<file path="config.mk">
export PLATFORM = sky130hd
export DESIGN_NAME = offchip_sram_arbiter_flat
export DESIGN_NICKNAME = d
export VERILOG_FILES = /design/src/rtl/offchip_sram_arb_pkg.sv /design/src/rtl/offchip_sram_arbiter_if.sv /design/src/rtl/offchip_sram_arbiter_rr_priority_picker.sv /design/src/rtl/offchip_sram_arbiter.sv /design/src/flat_wrapper.sv
export SDC_FILE = /design/constraint.sdc
export NUM_CORES = 1
export LEC_CHECK = 0
export BUFFER_PORTS_ARGS = -buffer_cell sky130_fd_sc_hd__buf_2
export CELL_PAD_IN_SITES_DETAIL_PLACEMENT = 0
export CELL_PAD_IN_SITES_GLOBAL_PLACEMENT = 1
export CORE_MARGIN = 3
export CORE_UTILIZATION = 19
export DETAILED_ROUTE_END_ITERATION = 10
export GPL_TIMING_DRIVEN = 0
export PLACE_DENSITY = 0.87
export SLEW_MARGIN = 20
export SYNTH_ARGS = -nofsm -noshare
export SYNTH_HDL_FRONTEND = slang
export SYNTH_SLANG_ARGS = --single-unit
</file>
<file path="constraint.sdc">
create_clock -name CLK -period 1.7 [get_ports CLK]
set_input_delay 0.34 -clock CLK [delete_from_list [all_inputs] [get_ports CLK]]
set_output_delay 0.34 -clock CLK [all_outputs]
set_load 0.01 [all_outputs]
</file>
<file path="src/rtl/offchip_sram_arb_pkg.sv">
// Shared types and helpers for the off-chip SRAM round-robin arbiter.
package offchip_sram_arb_pkg;

    typedef enum logic {
        IDLE = 1'b0,
        BUSY = 1'b1
    } arb_state_t;

    localparam logic [31:0] BAD_DATA_DEFAULT = 32'hBAD1BAD1;
    localparam int RR_MAX = 8;

    // Next active index after 'last', scanning last+1, last+2, ... mod nreq.
    // Iterating from the farthest candidate inward lets the nearest one win.
    function automatic int rr_pick(input logic [RR_MAX-1:0] active, input int last, input int nreq);
        rr_pick = last;
        for (int k = RR_MAX; k >= 1; k--) begin
            if (k <= nreq && active[3'((last + k) % nreq)]) begin
                rr_pick = (last + k) % nreq;
            end
        end
    endfunction

endpackage

</file>
<file path="src/rtl/offchip_sram_arbiter_if.sv">
// Requester-side and controller-side signals of the arbiter.
// master: the arbiter's view; slave: the requesters/controller environment.
interface offchip_sram_arbiter_if #(
    parameter int NREQ   = 2,
    parameter int ADDR_W = 32,
    parameter int DATA_W = 32
);
    logic [NREQ-1:0]                 req_ren;
    logic [NREQ-1:0]                 req_wen;
    logic [NREQ-1:0][ADDR_W-1:0]     req_addr;
    logic [NREQ-1:0][DATA_W-1:0]     req_wdata;
    logic [NREQ-1:0][DATA_W/8-1:0]   req_byte_en;
    logic [NREQ-1:0][DATA_W-1:0]     req_rdata;
    logic [NREQ-1:0]                 req_wait;

    logic                            ren;
    logic                            wen;
    logic [ADDR_W-1:0]               addr;
    logic [DATA_W-1:0]               wdata;
    logic [DATA_W/8-1:0]             byte_en;
    logic [DATA_W-1:0]               rdata;
    logic                            sram_wait;

    modport master (
        input  req_ren, req_wen, req_addr, req_wdata, req_byte_en, rdata, sram_wait,
        output req_rdata, req_wait, ren, wen, addr, wdata, byte_en
    );

    modport slave (
        output req_ren, req_wen, req_addr, req_wdata, req_byte_en, rdata, sram_wait,
        input  req_rdata, req_wait, ren, wen, addr, wdata, byte_en
    );

endinterface

</file>
<file path="src/rtl/offchip_sram_arbiter_rr_priority_picker.sv">
// Combinational round-robin picker: first active requester after 'last'.
module rr_priority_picker
    import offchip_sram_arb_pkg::*;
#(
    parameter  int NREQ  = 2,
    localparam int IDX_W = (NREQ > 1) ? $clog2(NREQ) : 1
) (
    input  logic [NREQ-1:0]  active,
    input  logic [IDX_W-1:0] last,
    output logic [IDX_W-1:0] pick,
    output logic             any
);

    logic [RR_MAX-1:0] active_ext;

    always_comb begin
        active_ext             = '0;
        active_ext[NREQ-1:0]   = active;
        pick                   = IDX_W'(rr_pick(active_ext, int'(last), NREQ));
        any                    = |active;
    end

endmodule

</file>
<file path="src/rtl/offchip_sram_arbiter.sv">
// Round-robin arbiter sharing one off-chip SRAM controller port between NREQ
// requesters; grants are held until the controller drops wait or a timeout.
//
//   state | meaning
//   IDLE  | no transaction; arbitrate among active requesters, bus outputs zero
//   BUSY  | granted requester drives the controller until completion/timeout/drop
module offchip_sram_arbiter
    import offchip_sram_arb_pkg::*;
#(
    parameter int                NREQ     = 2,
    parameter int                ADDR_W   = 32,
    parameter int                DATA_W   = 32,
    parameter int                TIMEOUT  = 255,
    parameter logic [DATA_W-1:0] BAD_DATA = DATA_W'(BAD_DATA_DEFAULT)
) (
    input  logic                  CLK,
    input  logic                  RST,
    offchip_sram_arbiter_if.master bus,
    output logic                  timeout_err
);

    localparam int          IDX_W     = (NREQ > 1) ? $clog2(NREQ) : 1;
    localparam logic [15:0] TCNT_LAST = 16'(TIMEOUT - 1);

    arb_state_t       state, state_nxt;
    logic [IDX_W-1:0] grant, grant_nxt;
    logic [IDX_W-1:0] last, last_nxt;
    logic [15:0]      tcnt, tcnt_nxt;

    logic [NREQ-1:0]  active;
    logic [IDX_W-1:0] pick;
    logic             any_active;
    logic             g_active;
    logic             g_done;
    logic             g_timeout;

    // A request with both ren and wen set is treated as a write.
    assign active = bus.req_ren | bus.req_wen;

    rr_priority_picker #(
        .NREQ (NREQ)
    ) u_picker (
        .active (active),
        .last   (last),
        .pick   (pick),
        .any    (any_active)
    );

    always_comb begin
        g_active  = active[grant];
        g_done    = (state == BUSY) && g_active && !bus.sram_wait;
        g_timeout = (state == BUSY) && g_active && bus.sram_wait && (tcnt == TCNT_LAST);
    end

    always_ff @(posedge CLK) begin
        if (RST) begin
            state <= IDLE;
            grant <= '0;
            last  <= IDX_W'(NREQ - 1);
            tcnt  <= '0;
        end else begin
            state <= state_nxt;
            grant <= grant_nxt;
            last  <= last_nxt;
            tcnt  <= tcnt_nxt;
        end
    end

    always_comb begin
        state_nxt = state;
        grant_nxt = grant;
        last_nxt  = last;
        tcnt_nxt  = tcnt;
        case (state)
            IDLE: begin
                if (any_active) begin
                    grant_nxt = pick;
                    tcnt_nxt  = '0;
                    state_nxt = BUSY;
                end
            end
            BUSY: begin
                tcnt_nxt = tcnt + 16'd1;
                // A dropped request leaves 'last' alone so the same requester keeps its turn.
                if (!g_active) begin
                    state_nxt = IDLE;
                end else if (g_done || g_timeout) begin
                    last_nxt  = grant;
                    state_nxt = IDLE;
                end
            end
            default: state_nxt = IDLE;
        endcase
    end

    always_comb begin
        bus.ren       = 1'b0;
        bus.wen       = 1'b0;
        bus.addr      = '0;
        bus.wdata     = '0;
        bus.byte_en   = '0;
        bus.req_wait  = active;
        bus.req_rdata = '0;
        timeout_err   = g_timeout;
        if (state == BUSY && g_active) begin
            bus.wen     = bus.req_wen[grant];
            bus.ren     = bus.req_ren[grant] & ~bus.req_wen[grant];
            bus.addr    = bus.req_addr[grant];
            bus.wdata   = bus.req_wdata[grant];
            bus.byte_en = bus.req_byte_en[grant];
        end
        if (g_done || g_timeout) begin
            bus.req_wait[grant]  = 1'b0;
            bus.req_rdata[grant] = g_done ? bus.rdata : BAD_DATA;
        end
    end

endmodule

</file>
<file path="src/flat_wrapper.sv">
// flat-port wrapper written by rule: the top's interface ports become plain ports
module offchip_sram_arbiter_flat import offchip_sram_arb_pkg::*;
#(
    parameter int                NREQ     = 2,
    parameter int                ADDR_W   = 32,
    parameter int                DATA_W   = 32,
    parameter int                TIMEOUT  = 255,
    parameter logic [DATA_W-1:0] BAD_DATA = DATA_W'(BAD_DATA_DEFAULT)
)
  (CLK, RST, timeout_err, bus_req_ren, bus_req_wen, bus_req_addr, bus_req_wdata, bus_req_byte_en, bus_rdata, bus_sram_wait, bus_req_rdata, bus_req_wait, bus_ren, bus_wen, bus_addr, bus_wdata, bus_byte_en);
  offchip_sram_arbiter_if #(.NREQ(NREQ), .ADDR_W(ADDR_W), .DATA_W(DATA_W)) bus_i ();
  input  logic CLK;
  input  logic RST;
  output logic timeout_err;
  input wire logic [$bits(bus_i.req_ren)-1:0] bus_req_ren;
  input wire logic [$bits(bus_i.req_wen)-1:0] bus_req_wen;
  input wire logic [$bits(bus_i.req_addr)-1:0] bus_req_addr;
  input wire logic [$bits(bus_i.req_wdata)-1:0] bus_req_wdata;
  input wire logic [$bits(bus_i.req_byte_en)-1:0] bus_req_byte_en;
  input wire logic [$bits(bus_i.rdata)-1:0] bus_rdata;
  input wire logic [$bits(bus_i.sram_wait)-1:0] bus_sram_wait;
  output wire logic [$bits(bus_i.req_rdata)-1:0] bus_req_rdata;
  output wire logic [$bits(bus_i.req_wait)-1:0] bus_req_wait;
  output wire logic [$bits(bus_i.ren)-1:0] bus_ren;
  output wire logic [$bits(bus_i.wen)-1:0] bus_wen;
  output wire logic [$bits(bus_i.addr)-1:0] bus_addr;
  output wire logic [$bits(bus_i.wdata)-1:0] bus_wdata;
  output wire logic [$bits(bus_i.byte_en)-1:0] bus_byte_en;
  assign bus_i.req_ren = bus_req_ren;
  assign bus_i.req_wen = bus_req_wen;
  assign bus_i.req_addr = bus_req_addr;
  assign bus_i.req_wdata = bus_req_wdata;
  assign bus_i.req_byte_en = bus_req_byte_en;
  assign bus_i.rdata = bus_rdata;
  assign bus_i.sram_wait = bus_sram_wait;
  assign bus_req_rdata = bus_i.req_rdata;
  assign bus_req_wait = bus_i.req_wait;
  assign bus_ren = bus_i.ren;
  assign bus_wen = bus_i.wen;
  assign bus_addr = bus_i.addr;
  assign bus_wdata = bus_i.wdata;
  assign bus_byte_en = bus_i.byte_en;
  offchip_sram_arbiter #(.NREQ(NREQ), .ADDR_W(ADDR_W), .DATA_W(DATA_W), .TIMEOUT(TIMEOUT), .BAD_DATA(BAD_DATA)) u_core (.CLK(CLK), .RST(RST), .bus(bus_i), .timeout_err(timeout_err));
endmodule
</file>
After elaboration in Yosys (flattened, before gate mapping)

Index checks and enable logic that the tools add are counted.

Register bits after elaboration: 19
Latch bits: 0
Memory bits (writable): 0
Bits in read-only memories: 0
Input bits: 175
Output and inout port bits: 137
Memories kept: 0

Add/sub/neg operators: 3
Multipliers: 0
Divide/modulo/power cells: 0
Magnitude comparators: 4
Equality and inequality tests: 2
Shifts and indexed selects: 0
Multiplexer cells: 38
Bitwise logic cells: 9
Reductions and logical operators: 10

Operators with widths:

| kind                  | number |
|---|---|
| $mux 32               | 8 |
| $and 64x64->64        | 1 |
| $mux 64               | 1 |
| $demux 32 s1          | 1 |
| $pmux 16 s2           | 1 |
| $mux 1                | 18 |
| $add 16x1->16 const B | 1 |
| $eq 16x8->1 const B   | 1 |
| $mux 16               | 1 |
| $mux 4                | 3 |
| $lt 2x5->1 const B    | 2 |
| $logic_and 1x1->1     | 5 |
| $bmux 1 s2            | 2 |
| $reduce_and 3->1      | 1 |
| $add 1x1->1 const B   | 2 |
| $and 1x1->1 const A   | 2 |
| $and 2x2->2           | 1 |
| $lt 1x2->1 const B    | 1 |
| $mux 2                | 1 |
| $ne 2x1->1 const B    | 1 |
| $not 1->1             | 2 |
| $not 2->2             | 1 |
| $or 2x2->2            | 1 |
| $pmux 1 s2            | 1 |
| 7 further kinds       | 7 |

Depth between registers and ports, before layout

Gate-level depths: netlist (run 1).

Depth after elaboration: 10
Gate-level depth with buffers: 6
Mapped depth without buffers: 5

Hierarchy

Synthesis (run 1) repeated with hierarchy kept, for this count alone.

Cell total of the unflattened synthesis: 375
Area total of the unflattened synthesis: 2498.6 um2

By module, submodules not included:

| module               | instances | cells an instance | area an instance (um2) | sequential area each (um2) |
|---|---|---|---|---|
| offchip_sram_arbiter | 1         | 372               | 2483.6                 | 380.4 |
| rr_priority_picker   | 1         | 3                 | 15.0                   | 0.0 |

Least setup slack after synthesis (run 1)

No wires, ideal clock.

Kind: flip-flop to output port
From: reg u_core.tcnt[8]
To: out bus_req_rdata[45]
Arrival: 1533 ps
Setup slack: -173 ps
Cell stages (with the launch flop): 6
Cells stage by stage: dfxtp_1 nor4_4 nand4_4 o31ai_4 buf_6 o21a_1

Longest elaborated chain between the ends: 4

Ends and longest elaborated chain:

| element                | RTL line                    | text |
|---|---|---|
| start, declared        | offchip_sram_arbiter.sv:28  | `logic [15:0] tcnt, tcnt_nxt;` |
| start signal, assigned | offchip_sram_arbiter.sv:65  | `tcnt <= tcnt_nxt;` |
| $eq 16x8->1            | offchip_sram_arbiter.sv:52  | `g_timeout = (state == BUSY) && g_active && bus.sram_wait && (tcnt == TCNT_LAST);` |
| $logic_and 1x1->1      | offchip_sram_arbiter.sv:52  |  |
| $logic_or 1x1->1       | offchip_sram_arbiter.sv:112 | `if (g_done \|\| g_timeout) begin` |
| $mux 64                | offchip_sram_arbiter.sv:112 |  |
| end, declared          | flat_wrapper.sv:22          | `output wire logic [$bits(bus_i.req_rdata)-1:0] bus_req_rdata;` |

Every way passes these cells.

Worst setup path after layout (run 1)

From: reg u_core.tcnt[8]
To: out bus_req_rdata[12]

The elaborated chain is that of the path after synthesis.

==> qor.yml, run 1 <==
detailed_routing:
  vias_per_cell: 4.72
  initialDrtViolationCount: 192
  wire_per_inst_um: 18.9
  antenna_violating_nets_post_route: 0
  routed-via-count: 4227
  detail_route.wirelength_um: 16900
  post-route-drc-count: 0
  drt_pass1_iterations: 4
synth:
  synthesis.instances: 357
  post-synth-top-count-cell: "sky130_fd_sc_hd__nor2_1"
  ys_warn_count: 0
  synth_edf_count: 0
  synthesized_flop_and_latch_total: 19
  ys_top_cells_by_count: "81 x sky130_fd_sc_hd__nor2_1, 72 x sky130_fd_sc_hd__mux2i_1, 36 x sky130_fd_sc_hd__o21a_1, 30 x sky130_fd_sc_hd__and2_1, 19 x sky130_fd_sc_hd__dfxtp_1"
  netlist_area_before_placement_sq_mm: 0.00265
  synth_sequential_area_ratio_pct: 14.4
  ys_async_sr_fraction_pct: 0
  post_synth_main_area_contributors: "sky130_fd_sc_hd__mux2i_1 27%, sky130_fd_sc_hd__dfxtp_1 14%, sky130_fd_sc_hd__nor2_1 11%"
  primary_flip_flop_cell_chosen_by_synthesis_mapping: "sky130_fd_sc_hd__dfxtp_1"
  postSynthNetCount: 534
  synth.lib_cells_used.distinct: 47
  synth_top_cell_area_share_pct: 27.2
  syn-mean-instance-area_sq_um: 7.41
  netlist.top_cell.by_area: "sky130_fd_sc_hd__mux2i_1"
power:
  power_switching_share_pct: 38.1
  seq_power_share_pct: 14.8
  net-switching-power_w: 0.00121
  ir_worst_vdd_v: 0.000315
  powerDensity_mw_per_mm2: 472
  power.static_leakage_nw: 3.04
  p_int_w: 0.00197
  totalPowerFinal_w: 0.00318
  share_clk_of_total_power_pct: 15.5
  power_frac_comb_pct: 69.7
clock_tree:
  clock-root-buffer: "sky130_fd_sc_hd__clkbuf_16"
  clock_pin_slew_on_the_worst_setup_and_hold_paths_ns: 0.06
  cts-root-to-sink-buffers: 2
  clock_insertion_delay_worst_skew_ns: 0.25
  number_of_buffers_inserted_during_clock_tree_synthesis: 3
  post_cts_hold_buffer_count: 0
  tritoncts: "done"
  cts_sinks: 19
  clock_tree.htree_level_count: 1
timing:
  timing_worst_slew_pin_value_ns: 0.491
  final.setup.worst_slack_ns: -0.606
  worst_case_clock_skew_ns: 0.00256
  report.final.hold_viol_count: 0
  finalMaxSlewViolations: 0
  setup_violations: 138
  fin_crit_share_pct: 136
  achievable-frequency_mhz: 434
  setup_repair_after_global_routing_missed_its_margin: "yes"
  period_minus_slack_ns: 2.31
  max_slew_margin_pct: 67.0
run:
  cap_viol_max_count: 0
run_status:
  result_of_the_run: "finished with violations"
  violations: "setup timing"
setup_path:
  worstPathMaxFanout: 7
  path_class: "flip-flop to output port"
  critPathCaptureType: "output port"
  setup.worst_path.start_class: "flip-flop"
  critical_path_required_ns: 1.36
  cp.arrival_ns: 1.97
global_route:
  grt_first_pass_wirelength_um: 20300
  overall_global_routing_resource_usage_pct: 17.2
  first_global_vias: 3819
  globalRoute.totalOverflow: 0
  grt_max_degree: 12
  number_of_antenna_violations_at_the_first_check_in_global_routing: 1
placed_design:
  gp_congestion: 0.823
  placed_cells: 844
  io_buffer_count: 311
  hpwlAfterDp_um: 11700
cells_and_area:
  area_delta_synth_final_pct: 154
  fill_cells: 1180
  final_cell_count_no_fill: 895
  final_layout_size_suffix_gt1_share_pct: 73.8
  num-nets-final: 896
hold_path:
  hold_path.class: "input pin to flip-flop"
floorplanning:
  overall_die_area_sq_mm: 0.0154
  initial_core_util_pct: 19.7
  chipWidth_um: 124
  coreArea_sq_mm: 0.0135
  die_height_um: 124
  boundaryPins: 312
  std_cell_rows: 42
[kinds of logic (layout without fill, tap and decap cells)]
kind of cell	count (synthesis)	count (layout)	synth area share, %
muxes	73	73	27.7
DFF	19	19	14.4
and+or+nand+nor	164	164	31.5
buffers and inverters	31	392	5.53
xor gates and xnor gates	4	4	1.32
AOI/OAI and AO/OA	64	64	18.7
other	0	1	0
adders and majority gates	2	2	0.945
[layer usage]
layer | wire length, um | track usage (%) | up-vias
met4 | 867 | 9.24 | 2
met3 | 1130 | 1.59 | 43
li1 | - | - | 1996
met5 | 13 | 0 | -
met2 | 8640 | 29.8 | 248
met1 | 6270 | 20.8 | 1938
[through the flow]
stage	util (%)	hold slack (ns)	setup TNS (ns)	instance area (sq um)	setup WS, ns
finish	50.0	0.425	-40.61	6730	-0.606
global route	50.0	0.423	-47.45	6730	-0.686
CTS	42.5	0.403	-42.22	5720	-0.579
detailed placement	33.0	0.488	-53.92	4440	-0.628
global placement	33.0	0.480	-53.12	4440	-0.615
floorplan	-	0.451	-3.16	2660	-0.150
[critical path, cell delays in order, from the launching register on]
cell and delay (ns):
sky130_fd_sc_hd__dfxtp_4 0.36, sky130_fd_sc_hd__nor4_4 0.37, sky130_fd_sc_hd__nand4_4 0.17, sky130_fd_sc_hd__buf_6 0.16, sky130_fd_sc_hd__o21bai_4 0.19, sky130_fd_sc_hd__buf_6 0.16
sky130_fd_sc_hd__o21a_1 0.15, sky130_fd_sc_hd__buf_2 0.14
[layout make-up]
cell class | instances | area [sq um] | area share [%]
multi-input cells | 307 | 2890 | 42.9
repair buffers | 360 | 2760 | 41.0
flip-flops and latches | 19 | 397 | 5.90
plain buffers | 25 | 375 | 5.58
well taps | 176 | 220 | 3.27
clock buffers | 3 | 75.1 | 1.12
inverters | 3 | 11.3 | 0.167
clock inverters | 1 | 5.00 | 0.0744
diodes | 1 | 2.50 | 0.0372
[power by group through the flow]
stage	logic, W	clock network [W]	registers, W
floorplan	0.000603	0	0.000477
global placement	0.00117	0	0.000479
detailed placement	0.00117	0	0.000479
CTS	0.00169	0.000493	0.000470
global route	0.00232	0.000518	0.000471
finish	0.00221	0.000494	0.000469
[what timing repair did]
action                     CTS  global route
gates resized for setup    203           219
gates cloned                12             5
setup buffers               28            12
pin swaps                   52            40
setup endpoints to repair  147           147
[layout by cell type (no fill, tap or decap), types with 6 or more instances in the layout]
cell type / instances
sky130_fd_sc_hd__clkbuf_16: 9
sky130_fd_sc_hd__nand2_1: 9
sky130_fd_sc_hd__mux2i_1: 46
sky130_fd_sc_hd__nor2_4: 48
sky130_fd_sc_hd__mux2i_4: 14
sky130_fd_sc_hd__nor2_1: 22
sky130_fd_sc_hd__buf_6: 92
sky130_fd_sc_hd__nor2_2: 11
sky130_fd_sc_hd__buf_8: 15
sky130_fd_sc_hd__buf_12: 16
sky130_fd_sc_hd__and2_1: 11
sky130_fd_sc_hd__nand3_1: 8
sky130_fd_sc_hd__buf_4: 11
sky130_fd_sc_hd__dfxtp_1: 12
sky130_fd_sc_hd__mux2i_2: 12
sky130_fd_sc_hd__buf_2: 239
sky130_fd_sc_hd__or2_2: 6
sky130_fd_sc_hd__and2_4: 19
sky130_fd_sc_hd__o21a_1: 36
sky130_fd_sc_hd__a21oi_1: 7
[registers in the layout, summed over array words and instances, names as in the netlist]
name and cells:
u_core.last 1, u_core.grant 1, u_core.tcnt 16, u_core.state 1
[path summary, 6_finish.rpt]
kind | start | to | slack (ns) | depth (start not counted)
worst min-delay path | RST | u_core.last | 0.42 | 2
worst max-delay path | u_core.tcnt[8] | bus_req_rdata[12] | -0.61 | 7
worst min register to register | u_core.tcnt[14] | u_core.tcnt[14] | 0.51 | 2
worst max register to register | u_core.tcnt[8] | u_core.last | -0.28 | 6
Power figures use the tool's default switching activity.
==> inputs of run 2 (changes only) <==
Settings changed: CORE_ASPECT_RATIO from default to 2.
==> run 2 against run 1 <==
  * The run still ends with setup timing left
  * Die area increased by 0.56%
  * Highest routed layer is now met4
  * Largest power group unchanged
  * Total power decreased by 3.2%
  * Clock-buffer cell count increased by 1
  * Clock skew about the same
==> qor.yml, run 2 (synthesis results as in run 1) <==
run_status:
  result_of_the_run: "finished with violations"
  violations: "setup timing"
detailed_routing:
  drt_pass1_iterations: 4
  initialDrtViolationCount: 54
  detail_route.wirelength_um: 16000
  antenna_violating_nets_post_route: 0
  post-route-drc-count: 0
  wire_per_inst_um: 18.4
  vias_per_cell: 4.86
  routed-via-count: 4217
cells_and_area:
  num-nets-final: 891
  fill_cells: 1216
  largest_register_ff_count: 16
  final_cell_count_no_fill: 868
  commonest_non_fill_non_tap_cells_in_the_layout: "236 x sky130_fd_sc_hd__buf_2, 97 x sky130_fd_sc_hd__buf_6, 47 x sky130_fd_sc_hd__nor2_4, 46 x sky130_fd_sc_hd__mux2i_1, 36 x sky130_fd_sc_hd__o21a_1"
  layout.cells.most_common: "sky130_fd_sc_hd__buf_2"
  final_layout_size_suffix_gt1_share_pct: 74.3
  area_delta_synth_final_pct: 149
  register_ranked_first_by_flip_flop_count: "u_core.tcnt"
  num_antenna_cells: 0
timing:
  setup_repair_after_global_routing_missed_its_margin: "yes"
  report.final.hold_viol_count: 0
  max_slew_margin_pct: 67.2
  finalMaxSlewViolations: 0
  achievable-frequency_mhz: 430
  tns_ns: -44.12
  timing_worst_slew_pin_value_ns: 0.492
  fin_crit_share_pct: 137
  setup_violations: 137
  final.setup.worst_slack_ns: -0.623
  period_minus_slack_ns: 2.32
  worst_case_clock_skew_ns: 0.00209
clock_tree:
  tritoncts: "done"
  clock-root-buffer: "sky130_fd_sc_hd__clkbuf_16"
  clock_insertion_delay_worst_skew_ns: 0.26
  clock_pin_slew_on_the_worst_setup_and_hold_paths_ns: 0.06
  clock_tree.htree_level_count: 1
  cts-root-to-sink-buffers: 2
  cts_sinks: 19
  number_of_buffers_inserted_during_clock_tree_synthesis: 3
placed_design:
  io_buffer_count: 311
  gp_congestion: 0.802
  placed_cells: 823
  hpwlAfterDp_um: 11400
setup_path:
  path_class: "flip-flop to output port"
  worstRegToRegCells: 4
  critical_path_required_ns: 1.36
  ff_to_ff_end: "u_core.last"
  setup.worst_path.start_class: "flip-flop"
  r2r_setup_slack_ns: 0.01
  timing.rr.start: "u_core.tcnt[14]"
  critPathCaptureType: "output port"
  worstPathMaxFanout: 10
  cp.arrival_ns: 1.98
power:
  ir_worst_vdd_v: 0.000264
  share_clk_of_total_power_pct: 16.2
  seq_power_share_pct: 15.3
  power.static_leakage_nw: 2.99
  power_switching_share_pct: 38.3
  net-switching-power_w: 0.00118
  powerDensity_mw_per_mm2: 466
  p_int_w: 0.00190
  power_frac_comb_pct: 68.5
floorplanning:
  die_height_um: 173
  coreArea_sq_mm: 0.0135
  initial_core_util_pct: 19.6
  overall_die_area_sq_mm: 0.0155
  std_cell_rows: 60
  chipWidth_um: 89.5
  boundaryPins: 312
global_route:
  first_global_vias: 4261
  globalRoute.totalOverflow: 0
  grt_max_degree: 11
  overall_global_routing_resource_usage_pct: 18.1
  grt_first_pass_wirelength_um: 21500
  number_of_antenna_violations_at_the_first_check_in_global_routing: 0
hold_path:
  hold-path-endpoint: "u_core.last"
  whs_path_depth: 2
  hold_path.class: "input pin to flip-flop"
  timing.hold.worst.start: "RST"
run:
  cap_viol_max_count: 0
[run 2: how the worst max path moves through the flow]
| stage | slack [ns] | endpoint | startpoint |
|---|---|---|---|
| after floorplan | -0.15 | bus_req_rdata[45] | u_core.tcnt[8] |
| after global placement | -0.69 | bus_addr[25] | bus_req_ren[1] |
| after detailed placement | -0.71 | bus_addr[25] | bus_req_ren[1] |
| after CTS | -0.60 | bus_req_rdata[28] | u_core.tcnt[14] |
| after global routing | -0.68 | bus_req_rdata[29] | u_core.tcnt[14] |
| final | -0.62 | bus_req_rdata[28] | u_core.tcnt[14] |
[run 2: power groups by stage]
stage	Clock [W]	Combinational [W]	Sequential, W
6_report	0.000499	0.00210	0.000471
5_1_grt	0.000521	0.00222	0.000471
4_1_cts	0.000502	0.00180	0.000469
3_5_place_dp	0	0.00117	0.000480
3_3_place_gp	0	0.00116	0.000479
2_1_floorplan	0	0.000603	0.000477
[run 2: critical path, stage by stage (launching register included)]
cell,delay [ns]
sky130_fd_sc_hd__dfxtp_2,0.34
sky130_fd_sc_hd__nor4_4,0.37
sky130_fd_sc_hd__nand4_4,0.18
sky130_fd_sc_hd__buf_4,0.20
sky130_fd_sc_hd__o21bai_4,0.20
sky130_fd_sc_hd__buf_6,0.17
sky130_fd_sc_hd__o21a_1,0.14
sky130_fd_sc_hd__buf_2,0.13
[run 2: final cells by class]
class	instances	area (sq um)	share of cell area, %
Multi-Input combinational cell	307	2930	44.4
Sequential cell	19	395	6.00
Tap cell	155	194	2.94
Timing Repair Buffer	355	2610	39.6
Buffer	25	370	5.62
Clock buffer	4	78.8	1.20
Inverter	3	11.3	0.171
[run 2: per-stage QoR]
step	cell area, sq um	setup WS, ns	utilization, %	power [W]	hold WS, ns
after floorplan	2660	-0.150	-	0.00108	0.451
after global placement	4410	-0.690	32.7	0.00164	0.470
after detailed placement	4410	-0.707	32.7	0.00165	0.481
after CTS	5830	-0.598	43.1	0.00277	0.429
after global routing	6590	-0.676	48.8	0.00321	0.436
final	6590	-0.623	48.8	0.00307	0.424
[run 2: what timing repair did]
action / 4_1_cts / 5_1_grt
setup endpoints to repair: 146 / 144
resized for setup: 205 / 200
pin swaps: 63 / 54
hold endpoints to repair: 0 / 0
setup buffers: 34 / 6
cloned: 11 / 1
hold buffers: 0 / 0
[run 2: per-layer routing]
layer / global-route usage [%] / wire [um] / vias up
met2: 36.9 / 9200 / 249
met3: 2.34 / 1140 / 52
met4: 7.52 / 843 / 0
met1: 16.3 / 4770 / 1943
li1: - / - / 1973
met5: 0 / 0 / -
==> inputs of run 3 (changes only) <==
Settings changed: ABC_AREA from default to 1, CORE_UTILIZATION 19 to 17, PLACE_DENSITY 0.87 to 0.85.
==> run 3 against run 2 <==
  * The run still ends with setup timing left
  * Critical path type unchanged
  * Critical path depth up 1
  * Synthesized cell count rose by 42%
  * Final area shrank 3.4%
  * Flip-flop and latch count stayed put
  * Register-to-register slack better by 0.11 ns
==> qor.yml, run 3 <==
synth:
  netlist.top_cell.by_area: "sky130_fd_sc_hd__nand2_1"
  synthesis.instances: 507
  synth_top_cell_area_share_pct: 23.6
  synthesized_flop_and_latch_total: 19
  post-synth-top-count-cell: "sky130_fd_sc_hd__nand2_1"
  synth_edf_count: 0
  syn-mean-instance-area_sq_um: 5.23
  ys_async_sr_fraction_pct: 0
  ys_warn_count: 0
  synth.lib_cells_used.distinct: 31
  ys_top_cells_by_count: "167 x sky130_fd_sc_hd__nand2_1, 82 x sky130_fd_sc_hd__a21oi_1, 80 x sky130_fd_sc_hd__nor2_1, 32 x sky130_fd_sc_hd__inv_1, 23 x sky130_fd_sc_hd__nor3_1"
  netlist_area_before_placement_sq_mm: 0.00265
  post_synth_main_area_contributors: "sky130_fd_sc_hd__nand2_1 24%, sky130_fd_sc_hd__a21oi_1 15%, sky130_fd_sc_hd__dfxtp_1 14%"
  primary_flip_flop_cell_chosen_by_synthesis_mapping: "sky130_fd_sc_hd__dfxtp_1"
  synth_sequential_area_ratio_pct: 14.3
  postSynthNetCount: 684
clock_tree:
  clock-root-buffer: "sky130_fd_sc_hd__clkbuf_16"
  tritoncts: "done"
  clock_tree.htree_level_count: 1
  post_cts_hold_buffer_count: 0
  cts-root-to-sink-buffers: 2
  clock_pin_slew_on_the_worst_setup_and_hold_paths_ns: 0.06
  cts_sinks: 19
  clock_insertion_delay_worst_skew_ns: 0.26
  number_of_buffers_inserted_during_clock_tree_synthesis: 3
run_status:
  violations: "setup timing"
  result_of_the_run: "finished with violations"
detailed_routing:
  route.met3.wl_um: 994
  met2_wirelength_um: 9730
  routed-via-count: 4759
  post-route-drc-count: 0
  topRoutingLayerUsed: "met4"
  wire_per_inst_um: 15.8
  detail_route.wirelength_um: 16700
  routed_length_on_met1_um: 5630
  antenna_violating_nets_post_route: 0
  drt_pass1_iterations: 6
  initialDrtViolationCount: 165
  vias_per_cell: 4.51
timing:
  period_minus_slack_ns: 2.06
  finalMaxSlewViolations: 0
  worst_case_clock_skew_ns: 0.00148
  setup_violations: 137
  timing_worst_slew_pin_value_ns: 0.685
  tns_ns: -36.84
  setup_repair_after_global_routing_missed_its_margin: "yes"
  report.final.hold_viol_count: 0
  fin_crit_share_pct: 121
  max_slew_margin_pct: 54.3
  achievable-frequency_mhz: 485
  final.setup.worst_slack_ns: -0.363
global_route:
  grt_first_pass_wirelength_um: 22400
  overall_global_routing_resource_usage_pct: 16.6
  globalRoute.totalOverflow: 0
  first_global_vias: 4305
  grt_max_degree: 11
  number_of_antenna_violations_at_the_first_check_in_global_routing: 0
placed_design:
  placed_cells: 1016
  io_buffer_count: 311
  hpwlAfterDp_um: 12800
  gp_congestion: 0.829
power:
  totalPowerFinal_w: 0.00252
  power.static_leakage_nw: 3.27
  powerDensity_mw_per_mm2: 396
  ir_worst_vdd_v: 0.000225
setup_path:
  critical_path_top_delay_cell: "sky130_fd_sc_hd__dfxtp_4"
  worstPathMaxFanout: 10
  critical_path_required_ns: 1.36
  cell_chain_critical_path: "nand2_4 > nand2_4 > nor2_4 > nand2_4 > buf_4 > nor2_1 > nor2_1 > buf_2"
  critPathCaptureType: "output port"
  path_class: "flip-flop to output port"
  worst_path_most_repeated_cell: "sky130_fd_sc_hd__nand2_4"
  setup.worst_path.start_class: "flip-flop"
  cp.arrival_ns: 1.72
  slowest_delay_ns: 0.38
cells_and_area:
  multi_input_area_sq_mm: 0.00281
  area_delta_synth_final_pct: 140
  fill_cells: 1593
  largest_register_ff_count: 16
  final_layout_size_suffix_gt1_share_pct: 65.7
  layout.cells.most_common: "sky130_fd_sc_hd__buf_2"
  commonest_non_fill_non_tap_cells_in_the_layout: "282 x sky130_fd_sc_hd__buf_2, 167 x sky130_fd_sc_hd__nand2_1, 57 x sky130_fd_sc_hd__a21oi_2, 37 x sky130_fd_sc_hd__nor2_4, 36 x sky130_fd_sc_hd__buf_6"
  sequential_cell_area_sq_um: 395
  num-nets-final: 1036
  final_cell_count_no_fill: 1056
  post-route-util_pct: 41.6
  register_ranked_first_by_flip_flop_count: "u_core.tcnt"
  num_antenna_cells: 0
hold_path:
  hold_path.class: "input pin to flip-flop"
floorplanning:
  initial_core_util_pct: 17.3
  coreArea_sq_mm: 0.0153
  overall_die_area_sq_mm: 0.0172
  boundaryPins: 312
  std_cell_rows: 64
  die_height_um: 183
  chipWidth_um: 94.3
run:
  cap_viol_max_count: 0
## run 3: cell types whose count changed after synthesis, sizes merged, moves of 7 or more
cell and change:
nand2 +165, a21oi +75, mux2i -72, o21a -35, inv +33, nor3 +32
and2 -30, clkbuf +7
## run 3: logic make-up after synthesis
| family | count (synthesis) | synth area share (%) |
|---|---|---|
| AOI/OAI and AO/OA | 94 | 18.3 |
| buffers and inverters | 72 | 12.7 |
| adders and majority gates | 2 | 0.943 |
| xor gates and xnor gates | 3 | 0.991 |
| DFF | 19 | 14.3 |
| and+or+nand+nor | 317 | 52.6 |
## run 3: path summary, 6_finish.rpt
check	from	endpoint	slack [ns]	depth (start not counted)
worst min-delay path	RST	u_core.state	0.33	2
worst max register to register	u_core.tcnt[4]	u_core.last	0.12	9
worst min register to register	u_core.tcnt[8]	u_core.tcnt[8]	0.50	2
worst max-delay path	u_core.grant	bus_req_rdata[12]	-0.36	8
## run 3: power by group
group	switching (W)	leakage (nW)	internal [W]
Clock	0.000182	0.0382	0.000320
Combinational	0.000835	3.07	0.000719
Sequential	0.00000932	0.159	0.000454
## run 3: metal layers
layer  GRT usage [%]  up-vias
li1                -     2325
met1            16.6     2205
met2            33.5      206
met3            2.68       23
met4            5.32        0
met5               0        -
## run 3: cell type report
class,count,share of cell area (%)
sequential,19,6.21
clock buffer,4,1.24
multi-input combinational,417,44.2
timing repair inverter,1,0.256
inverter,36,2.38
buffer,34,6.33
tap,198,3.89
timing repair buffer,347,35.5
## run 3: metrics by stage
step	setup slack, ns	hold slack [ns]	instance area [sq um]
final	-0.363	0.326	6370
after global routing	-0.445	0.341	6370
after CTS	-0.430	0.330	5060
after detailed placement	-0.460	0.511	4460
after global placement	-0.468	0.494	4460
after floorplan	0.0305	0.409	2650
## run 3: what timing repair did
item                                   CTS  global route
endpoints found under the hold margin    0             0
resized for setup                      105           256
gates cloned                             1            11
pin swaps                                8            14
setup buffers                           12            14
setup endpoints to repair              137           137
## run 3: worst max-delay path, delay by kind of cell, from the launching register on
family	cells	cell delay, ns
flip-flops	1	0.38
AND/OR/NAND/NOR	6	0.69
buffers and inverters	2	0.40
